[src/rtl/i2c_slave.sv]
// I2C target endpoint: oversampled SCL/SDA, START/STOP detection, address match,
// byte receive with ACK and byte transmit with master ACK/NACK handling.
`timescale 1ns/1ps
module i2c_slave #(
  parameter int                       ADDRESSLENGTH = 7,
  parameter logic [ADDRESSLENGTH-1:0] OWN_ADDRESS   = 7'h42,
  parameter bit                       LSB_FIRST     = 1'b1
) (
  input  logic       CLK,
  input  logic       RST,
  input  logic       SCL_in,
  input  logic       SDA_in,
  output logic       SDA_oe,
  input  logic [7:0] TxData,
  output logic       TxReq,
  output logic [7:0] RxData,
  output logic       RxValid,
  output logic       RorW,
  output logic       Busy
);

  localparam logic [3:0] ADDR_BITS = 4'(ADDRESSLENGTH);

  typedef enum logic [2:0] {
    IDLE,
    ADDR,
    ADDR_ACK,
    RX_BYTE,
    RX_ACK,
    TX_BYTE,
    TX_ACK,
    WAIT_STOP
  } state_t;

  state_t                   state, state_next;
  logic [3:0]               bit_cnt, cnt_next;
  logic [1:0]               scl_sync, sda_sync;
  logic                     scl_hist, sda_hist;
  logic [ADDRESSLENGTH-1:0] addr_sr, addr_next;
  logic [7:0]               shift, shift_next;
  logic                     oe_next, txreq_next, rxvalid_next, rorw_next, busy_next;
  logic [7:0]               rxdata_next;

  logic                     scl, sda;
  logic                     scl_rise, scl_fall, start_cond, stop_cond;
  logic [ADDRESSLENGTH-1:0] addr_shifted;
  logic [7:0]               rx_shifted, tx_shifted;
  logic                     tx_first_bit, tx_next_bit;

  assign scl        = scl_sync[1];
  assign sda        = sda_sync[1];
  assign scl_rise   = scl & ~scl_hist;
  assign scl_fall   = ~scl & scl_hist;
  assign start_cond = scl & scl_hist & sda_hist & ~sda;
  assign stop_cond  = scl & scl_hist & ~sda_hist & sda;

  // Bit-order helpers: the wire order is fixed by LSB_FIRST for address and data.
  assign addr_shifted = LSB_FIRST ? {sda, addr_sr[ADDRESSLENGTH-1:1]}
                                  : {addr_sr[ADDRESSLENGTH-2:0], sda};
  assign rx_shifted   = LSB_FIRST ? {sda, shift[7:1]} : {shift[6:0], sda};
  assign tx_shifted   = LSB_FIRST ? {1'b0, shift[7:1]} : {shift[6:0], 1'b0};
  assign tx_first_bit = LSB_FIRST ? TxData[0] : TxData[7];
  assign tx_next_bit  = LSB_FIRST ? shift[1] : shift[6];

  always_ff @(posedge CLK) begin
    if (RST) begin
      scl_sync <= 2'b11;
      sda_sync <= 2'b11;
      scl_hist <= 1'b1;
      sda_hist <= 1'b1;
      state    <= IDLE;
      bit_cnt  <= '0;
      addr_sr  <= '0;
      shift    <= '0;
      SDA_oe   <= 1'b0;
      TxReq    <= 1'b0;
      RxData   <= 8'h00;
      RxValid  <= 1'b0;
      RorW     <= 1'b0;
      Busy     <= 1'b0;
    end else begin
      scl_sync <= {scl_sync[0], SCL_in};
      sda_sync <= {sda_sync[0], SDA_in};
      scl_hist <= scl_sync[1];
      sda_hist <= sda_sync[1];
      state    <= state_next;
      bit_cnt  <= cnt_next;
      addr_sr  <= addr_next;
      shift    <= shift_next;
      SDA_oe   <= oe_next;
      TxReq    <= txreq_next;
      RxData   <= rxdata_next;
      RxValid  <= rxvalid_next;
      RorW     <= rorw_next;
      Busy     <= busy_next;
    end
  end

  always_comb begin
    state_next   = state;
    cnt_next     = bit_cnt;
    addr_next    = addr_sr;
    shift_next   = shift;
    oe_next      = SDA_oe;
    txreq_next   = 1'b0;
    rxvalid_next = 1'b0;
    rxdata_next  = RxData;
    rorw_next    = RorW;
    busy_next    = Busy;

    if (start_cond) begin
      state_next = ADDR;
      oe_next    = 1'b0;
      busy_next  = 1'b0;
    end else if (stop_cond) begin
      state_next = IDLE;
      oe_next    = 1'b0;
      busy_next  = 1'b0;
    end else begin
      case (state)
        IDLE: oe_next = 1'b0;

        ADDR: begin
          if (scl_rise) begin
            if (bit_cnt == ADDR_BITS) begin
              if (addr_sr == OWN_ADDRESS) begin
                rorw_next  = sda;
                busy_next  = 1'b1;
                txreq_next = sda;
                state_next = ADDR_ACK;
              end else begin
                state_next = WAIT_STOP;
              end
            end else begin
              addr_next = addr_shifted;
              cnt_next  = bit_cnt + 4'd1;
            end
          end
        end

        // For a read the ACK slot hands over to TX_BYTE while SCL is high;
        // the fall that ends the ACK then drives the first data bit.
        ADDR_ACK, RX_ACK: begin
          if (scl_fall) begin
            if (bit_cnt == 4'd0) begin
              oe_next  = 1'b1;
              cnt_next = 4'd1;
            end else if (!RorW) begin
              oe_next    = 1'b0;
              state_next = RX_BYTE;
            end
          end else if (scl_rise && bit_cnt == 4'd1 && RorW) begin
            state_next = TX_BYTE;
          end
        end

        RX_BYTE: begin
          if (scl_rise) begin
            shift_next = rx_shifted;
            if (bit_cnt == 4'd7) begin
              rxdata_next  = rx_shifted;
              rxvalid_next = 1'b1;
              state_next   = RX_ACK;
            end else begin
              cnt_next = bit_cnt + 4'd1;
            end
          end
        end

        TX_BYTE: begin
          if (scl_fall) begin
            if (bit_cnt == 4'd0) begin
              shift_next = TxData;
              oe_next    = ~tx_first_bit;
              cnt_next   = 4'd1;
            end else if (bit_cnt == 4'd8) begin
              oe_next    = 1'b0;
              state_next = TX_ACK;
            end else begin
              shift_next = tx_shifted;
              oe_next    = ~tx_next_bit;
              cnt_next   = bit_cnt + 4'd1;
            end
          end
        end

        TX_ACK: begin
          if (scl_rise) begin
            if (!sda) begin
              txreq_next = 1'b1;
              state_next = TX_BYTE;
            end else begin
              busy_next  = 1'b0;
              state_next = WAIT_STOP;
            end
          end
        end

        WAIT_STOP: oe_next = 1'b0;

        default: state_next = IDLE;
      endcase
    end

    if (state_next != state) cnt_next = '0;
  end

endmodule
[config.mk]
export PLATFORM = sky130hd
export DESIGN_NAME = i2c_slave
export DESIGN_NICKNAME = d
export VERILOG_FILES = /design/src/rtl/i2c_slave.sv
export SDC_FILE = /design/constraint.sdc
export NUM_CORES = 1
export LEC_CHECK = 0
export BUFFER_PORTS_ARGS = -buffer_cell sky130_fd_sc_hd__buf_4
export CAP_MARGIN = 10
export CORE_ASPECT_RATIO = 0.75
export CORE_UTILIZATION = 37
export DETAILED_ROUTE_END_ITERATION = 10
export MAX_ROUTING_LAYER = met4
export PLACE_DENSITY = 0.62
export SLEW_MARGIN = 20
export SYNTH_ARGS = -nofsm -noshare
export SYNTH_HDL_FRONTEND = slang
export SYNTH_SLANG_ARGS = --single-unit
[constraint.sdc]
create_clock -name CLK -period 4.45 [get_ports CLK]
set_clock_uncertainty 0.05 [all_clocks]
set_input_delay 0.445 -clock CLK [delete_from_list [all_inputs] [get_ports CLK]]
set_output_delay 0.445 -clock CLK [all_outputs]
set_load 0.02 [all_outputs]
; ---- Word-level counts from Yosys, hierarchy flattened
; Cells that the tools add are included.
[word_totals]
regBits = 41
input_bits = 12
out_inout_bits = 13
[op_classes]
n_addsub = 1
eq_ne = 25
mux = 50
n_bitwise = 18
n_reduce_logical = 21
[op_table]
columns = operator, count
row1 = $mux 3, 15
row2 = $mux 8, 4
row3 = $mux 4, 7
row4 = $ne 2x2->1 const B, 10
row5 = $reduce_and 6->1, 3
row6 = $mux 1, 17
row7 = $pmux 8 s2, 1
row8 = $pmux 3 s5, 1
row9 = $eq 3x3->1 const B, 4
row10 = $pmux 4 s3, 1
row11 = $not 1->1, 11
row12 = $reduce_and 5->1, 2
row13 = $reduce_and 9->1, 1
row14 = $reduce_or 2->1, 4
row15 = $and 1x1->1, 7
row16 = $eq 7x7->1 const B, 1
row17 = $eq 3x2->1 const B, 2
row18 = $ne 3x3->1 const B, 2
row19 = $reduce_bool 3->1, 2
row20 = $reduce_or 5->1, 1
row21 = $add 4x1->4 const B, 1
row22 = $eq 4x1->1 const B, 1
row23 = $eq 4x3->1 const B, 1
row24 = $eq 4x4->1 const B, 1
row25 = other kinds (12), 15

; ---- Longest topological paths before layout
; Gate-level depths: netlist (run 1).
[depth]
depth_word = 11
depth_mapped = 9
depth_no_buf = 8

; ---- Worst setup path before layout (run 1)
; Ideal clock, no wire load.
[synth_timing]
path_kind = register to register
start = reg bit_cnt[0]
end = reg shift[1]
arrival_time_ps = 1810
slack_ps = 2462
stages_incl_launch_ff = 9
n_path_buf = 1
path_cell_list = dfxtp_1 inv_1 ha_1 or3b_1 buf_2 nor2_2 mux2_2 mux2i_1 nor2_1
[synth_between]
elab_chain_len = 4
word_cells_on_any_way = 7
classes_between = 2 x eq/ne / 3 x mux / 2 x reduce/logical
[synth_lines]
columns = element, line
row1 = start: declaration, 36  ; logic [3:0] bit_cnt, cnt_next;
row2 = start signal: assignment, 87  ; bit_cnt <= cnt_next;
row3 = $logic_not 4->1, 172  ; if (bit_cnt == 4'd0) begin
row4 = $mux 8, 172
row5 = $mux 8, 171  ; if (scl_fall) begin
row6 = $pmux 8 s2, 120  ; case (state)
row7 = end signal: assignment, 89  ; shift <= shift_next;
row8 = end: declaration, 40  ; logic [7:0] shift, shift_next;
; Several ways; a longest one is shown, not always the timed one. The select of a mux whose other input is x is not followed.
; A chain may end at the register's enable or synchronous reset.

; ---- Worst setup path in the final report (run 1)
[layout_timing]
start = reg state[2]
end = reg shift[2]
[layout_between]
elab_chain_len = 3
word_cells_on_any_way = 8
classes_between = 5 x eq/ne / 1 x mux / 2 x reduce/logical
[layout_lines]
columns = element, line
row1 = start: declaration, 35  ; state_t state, state_next;
row2 = start signal: assignment, 86  ; state <= state_next;
row3 = $eq 3x3->1 or $eq 3x2->1 (tied branches), 120
row4 = $ne 3x3->1 (no line) (tied with other cells), -
row5 = $reduce_and 6->1 (no line), -
; Several ways; a longest one is shown, not always the timed one.

==> impl_metrics.tcl, run 1 <==
set metrics [dict create \
    grt_util_all_layers_pct 19.04 \
    root_buffer "clkbuf_8" \
    cts_hold_buffers 0 \
    area_delta_synth_final_pct 14.25 \
    fin_nets 283 \
    startpoint_type "register" \
    die_area_um2 6222 \
    max_slew_margin_pct 54.34 \
    grt_antenna_before_repair 0 \
    dr.max_layer_used "met4" \
    dr_wl_met3_um 398 \
    drt_iter0_drc 95 \
    post_cts_buffers 0 \
    grt-ovfl-total 0 \
    grt_start_max_net_pins 33 \
    io_pins 25 \
    hold_viol_final 0 \
    drive_gt1_share_pct 19.70 \
    syn_inst 255 \
    postPlaceCellArea_um2 2376 \
    period_needed_ps 2374 \
    worst_pin_slew_ps 683.9 \
    ys_seq_elements 40 \
    core-area_um2 5525 \
    rsz0062_at_grt "no" \
    outcome "finished clean" \
    fin_area_um2 2497 \
    rows 23 \
    grt_pass1_wl_um 8769 \
    p_per_area_nw_per_um2 291.8 \
    clkLatencyLatePin_ps 300 \
    yosys.area.top_type "dfxtp_1" \
    syn_avg_cell_area_um2 8.572 \
    hpwl_um 3549 \
    crit_type "register to register" \
    wl_met2_um 1945 \
    drt_pass1_iterations 6 \
    yosys.cell_types.count 56 \
    synth_top_area_share_pct 36.63 \
    gp_congestion 0.8942 \
    drt-met1-wl_um 2746 \
    cap_violations 0 \
    synth_area_leaders "dfxtp_1 (37%), mux2i_1 (10%), nor2_1 (6.0%)" \
    grt_pass1_vias 1713 \
    worst_setup_path_end_kind "register" \
    synthArstFlopShare_pct 0 \
    synth_edf_count 0 \
    ctsResizeCount 0 \
    path_clk_slew_ps 80 \
    routed_wl_um 5176 \
    ant_nets 0 \
    crit_fanout 23 \
    die_x_um 90.75 \
    setup_viol 0 \
    vias_per_cell 5.427 \
    critPathArrivalTime_ps 2500 \
    synthFlopType "dfxtp_1" \
    hold_class "input port to register" \
    setup_tns_ps 0 \
    holdWs_ps 284.3 \
    clockBufferDepth 2 \
    post_drt_wl_per_cell_um 15.05 \
    synth_common_cells "dfxtp_1 (40), nor2_1 (35), mux2i_1 (22)" \
    cp.required_ps 4580 \
    cts.htree.levels 2 \
    fin_crit_sh_pct 53.34 \
    vias 1867 \
    cts_tree "yes" \
    start_util_pct 39.56 \
    cts_made_buffers 5 \
    n_antenna_cell 0 \
    yosysSeqAreaShare_pct 36.63 \
    p_leak_uw 0.0009701 \
    cts_sinks 40 \
    yosysMostFrequentCell "dfxtp_1" \
    syn_nets 270 \
    report.final.slew_viol_count 0 \
    io_buffers 24 \
    drc 0 \
    ys_warn_count 0 \
    vdd.ir_drop.worst_v 0.0001470 \
    dieHeight_um 68.57 \
    syn_area_um2 2186 \
    fmax_mhz 421.3 \
]
[cell usage in the layout (no fill, tap or decap), types with 3 or more instances in the layout]
cell	count
buf_4	25
nand2b_1	3
o21ai_0	10
or2_2	8
nand3_1	3
mux2i_1	22
nand3b_1	4
nand2_1	11
inv_1	7
a221oi_1	3
nand4_1	4
dfxtp_1	40
nor2_1	35
nor3_1	10
o211ai_1	4
a21oi_1	10
and2_1	3
nor2b_1	10
clkbuf_8	6
ha_1	3
mux2_2	6
[layer usage]
| layer | up-vias | track usage (%) |
|---|---|---|
| met4 | 0 | 8.871 |
| met1 | 853 | 26.18 |
| met3 | 6 | 6.031 |
| li1 | 933 | - |
| met5 | - | - |
| met2 | 75 | 24.91 |
[through the flow]
| stage | power (uW) | setup WS [ps] | instances | util [%] |
|---|---|---|---|---|
| 3_5_place_dp | 421.5 | 2116 | 336 | 43.00 |
| 4_1_cts | 737.4 | 2093 | 344 | 45.20 |
| 2_1_floorplan | 405.5 | 2462 | 255 | - |
| 5_1_grt | 765.1 | 1827 | 344 | 45.20 |
| 3_3_place_gp | 422.2 | 2192 | 336 | 43.00 |
| 6_report | 728.7 | 2076 | 344 | 45.20 |
[registers in the layout, summed over array words and instances, names as in the netlist]
register / count
state: 3
RxData: 8
RorW: 1
TxReq: 1
sda_sync: 2
bit_cnt: 4
addr_sr: 7
scl_hist: 1
sda_hist: 1
SDA_oe: 1
shift: 7
RxValid: 1
scl_sync: 2
Busy: 1
[layout make-up]
class                           count  area [um^2]
Sequential cell                    40        800.8
Timing Repair Buffer               25        187.7
Clock inverter                      2        38.79
Clock buffer                        6        82.58
Tap cell                           75        93.84
Inverter                            7        26.28
Fill cell                         560         3028
Multi-Input combinational cell    189         1267
[worst paths after layout]
check	cells past startpoint	end	start	slack, ps
setup / recovery	6	shift[2]$_SDFFE_PP0P_	state[2]$_SDFF_PP0_	2080
hold / removal	2	scl_sync[0]$_SDFF_PP1_	SCL_in	280
setup reg to reg	6	shift[2]$_SDFFE_PP0P_	state[2]$_SDFF_PP0_	2080
hold reg to reg	1	scl_sync[1]$_SDFF_PP1_	scl_sync[0]$_SDFF_PP1_	380
[where the power goes]
group          leakage (uW)  total, uW  switching, uW  internal, uW
sequential         0.000324        368           6.24           361
combinational      0.000585       46.6           26.4          20.3
clock             0.0000614        315            131           183
total              0.000970        729            164           565
[worst max-delay path: stages, from the launching register on]
cell,delay [ps]
dfxtp_1,760
inv_1,160
or3_1,400
nor2_2,320
mux2_2,390
mux2i_1,130
nor2_1,50
[cell families (layout without fill, tap and decap cells)]
kind of cell | count (synthesis) | count (layout) | synth area share, %
AO/OA/AOI/OAI | 47 | 47 | 15.23
XOR/XNOR | 3 | 3 | 1.202
adder cells (fa/ha/maj) | 3 | 3 | 1.717
buffers and inverters | 26 | 40 | 5.381
flip-flops | 40 | 40 | 36.63
multiplexers | 28 | 28 | 13.17
AND/OR/NAND/NOR | 108 | 108 | 26.67
(Power assumes the default switching activity.)
==> inputs of run 2 (changes only) <==
Clock period 4.45 ns to 2.26 ns, I/O delays scaled along.
==> impl_metrics.tcl, run 2 (synthesis gave the netlist of run 1 again) <==
set metrics [dict create \
    crit_path_top_delay_cell "or3b_1" \
    grt_pass1_wl_um 9328 \
    startpoint_type "register" \
    reg.largest.list "RxData x8, addr_sr x7, shift x7" \
    hold_class "input port to register" \
    clockBufferDepth 2 \
    n_antenna_cell 0 \
    p_leak_uw 0.001001 \
    ant_nets 0 \
    setup_tns_ps 0 \
    final_cells 353 \
    rows 23 \
    io_buffers 24 \
    path_clk_slew_ps 80 \
    start_util_pct 39.56 \
    cts_sinks 40 \
    vias 1960 \
    cts_tree "yes" \
    drive_gt1_share_pct 22.66 \
    cts_made_buffers 5 \
    die_x_um 90.75 \
    p_clk_share_pct 35.9 \
    cts.htree.levels 2 \
    power.share.sequential_pct 56.1 \
    vdd.ir_drop.worst_v 0.0002157 \
    power_uw 1281 \
    clkLatencyLatePin_ps 290 \
    fmax_mhz 472.5 \
    final_core_util_pct 45.97 \
    worst_setup_path_end_kind "register" \
    final_cell_mix "dfxtp_1 (40), nor2_1 (35), buf_4 (35)" \
    fillCellCount 558 \
    routed_wl_um 5539 \
    root_buffer "clkbuf_8" \
    critPathTopFamily "compound AO/OA/AOI/OAI gates" \
    largest-register "RxData" \
    largest_reg_flops 8 \
    grt_pass1_vias 1844 \
    hpwl_um 3989 \
    cell_internal_pwr_uw 964.5 \
    switching_share_pct 24.73 \
    postPlaceCellArea_um2 2451 \
    fin_nets 293 \
    drc 0 \
    cp.required_ps 2440 \
    p_comb_share_pct 8.0 \
    setup_viol 0 \
    rsz0062_at_grt "no" \
    crit_type "register to register" \
    fin_crit_sh_pct 93.65 \
    p_per_area_nw_per_um2 504.5 \
    path_buf_inv 1 \
    report.final.slew_viol_count 0 \
    grt-ovfl-total 0 \
    period_needed_ps 2117 \
    fin_area_um2 2540 \
    dieHeight_um 68.57 \
    max_slew_margin_pct 66.66 \
    drt_iter0_drc 177 \
    hold_viol_final 0 \
    area_delta_synth_final_pct 16.20 \
    grt_util_all_layers_pct 20.20 \
    outcome "finished clean" \
    core-area_um2 5525 \
    path_cells "inv_1 -> ha_1 -> or3b_1 -> a2bb2oi_2 -> o32a_2 -> o211ai_1 -> a41o_1 -> nor3_2" \
    critPathArrivalTime_ps 2300 \
    p_switching_uw 316.9 \
    grt_antenna_before_repair 0 \
    cap_violations 0 \
    post_drt_wl_per_cell_um 15.69 \
    cpPeakStageDelay_ps 480 \
    io_pins 25 \
    placed_cells 346 \
    gp_congestion 0.9803 \
    die_area_um2 6222 \
    drt_pass1_iterations 4 \
    vias_per_cell 5.552 \
    crit_fanout 5 \
    grt_start_max_net_pins 33 \
    worst_pin_slew_ps 500.0 \
    cts_hold_buffers 0 \
    layout_commonest_cell "dfxtp_1" \
]
run 2: per-stage QoR:
stage	setup WS, ps	hold slack (ps)
floorplan	272.1	279.8
global placement	142.9	356.6
detailed placement	106.1	347.0
CTS	92.36	65.39
global route	18.82	58.38
finish	143.5	70.80
run 2: area by class of cell:
class                   count  area [um^2]  area share, %
clock buffers               5        68.82          2.709
clock inverters             2        12.51         0.4926
inverters                   7        26.28          1.034
multi-input cells         189         1275          50.20
flip-flops and latches     40        800.8          31.53
well taps                  75        93.84          3.695
repair buffers             35        262.8          10.34
run 2: final timing paths:
path | start | end | slack (ps) | cells after the start
worst min-delay path | SDA_in | sda_sync[0]$_SDFF_PP1_ | 70 | 2
worst min register to register | sda_sync[0]$_SDFF_PP1_ | sda_sync[1]$_SDFF_PP1_ | 370 | 1
worst max register to register | bit_cnt[0]$_SDFFE_PP0P_ | bit_cnt[0]$_SDFFE_PP0P_ | 140 | 8
worst max-delay path | bit_cnt[0]$_SDFFE_PP0P_ | bit_cnt[0]$_SDFFE_PP0P_ | 140 | 8
run 2: per-layer routing:
metal | vias to the layer above | global-route usage (%) | routed length (um)
met5 | - | - | 0
met4 | 0 | 4.839 | 52
met3 | 6 | 7.785 | 460
met2 | 69 | 28.03 | 2173
met1 | 928 | 27.32 | 2853
li1 | 957 | - | -
run 2: what timing repair did:
item,in CTS,in global routing
setup endpoints to repair,0,8
buffers inserted,0,0
resized for setup,0,2
hold endpoints to repair,0,0
run 2: power groups by stage:
stage                     sequential, uW  clock, uW  combinational [uW]
after global routing                 720        506                 113
final                                719        460                 103
after CTS                            718        471                 101
after floorplan                      734          0                64.1
after detailed placement             735          0                 101
after global placement               735          0                 102
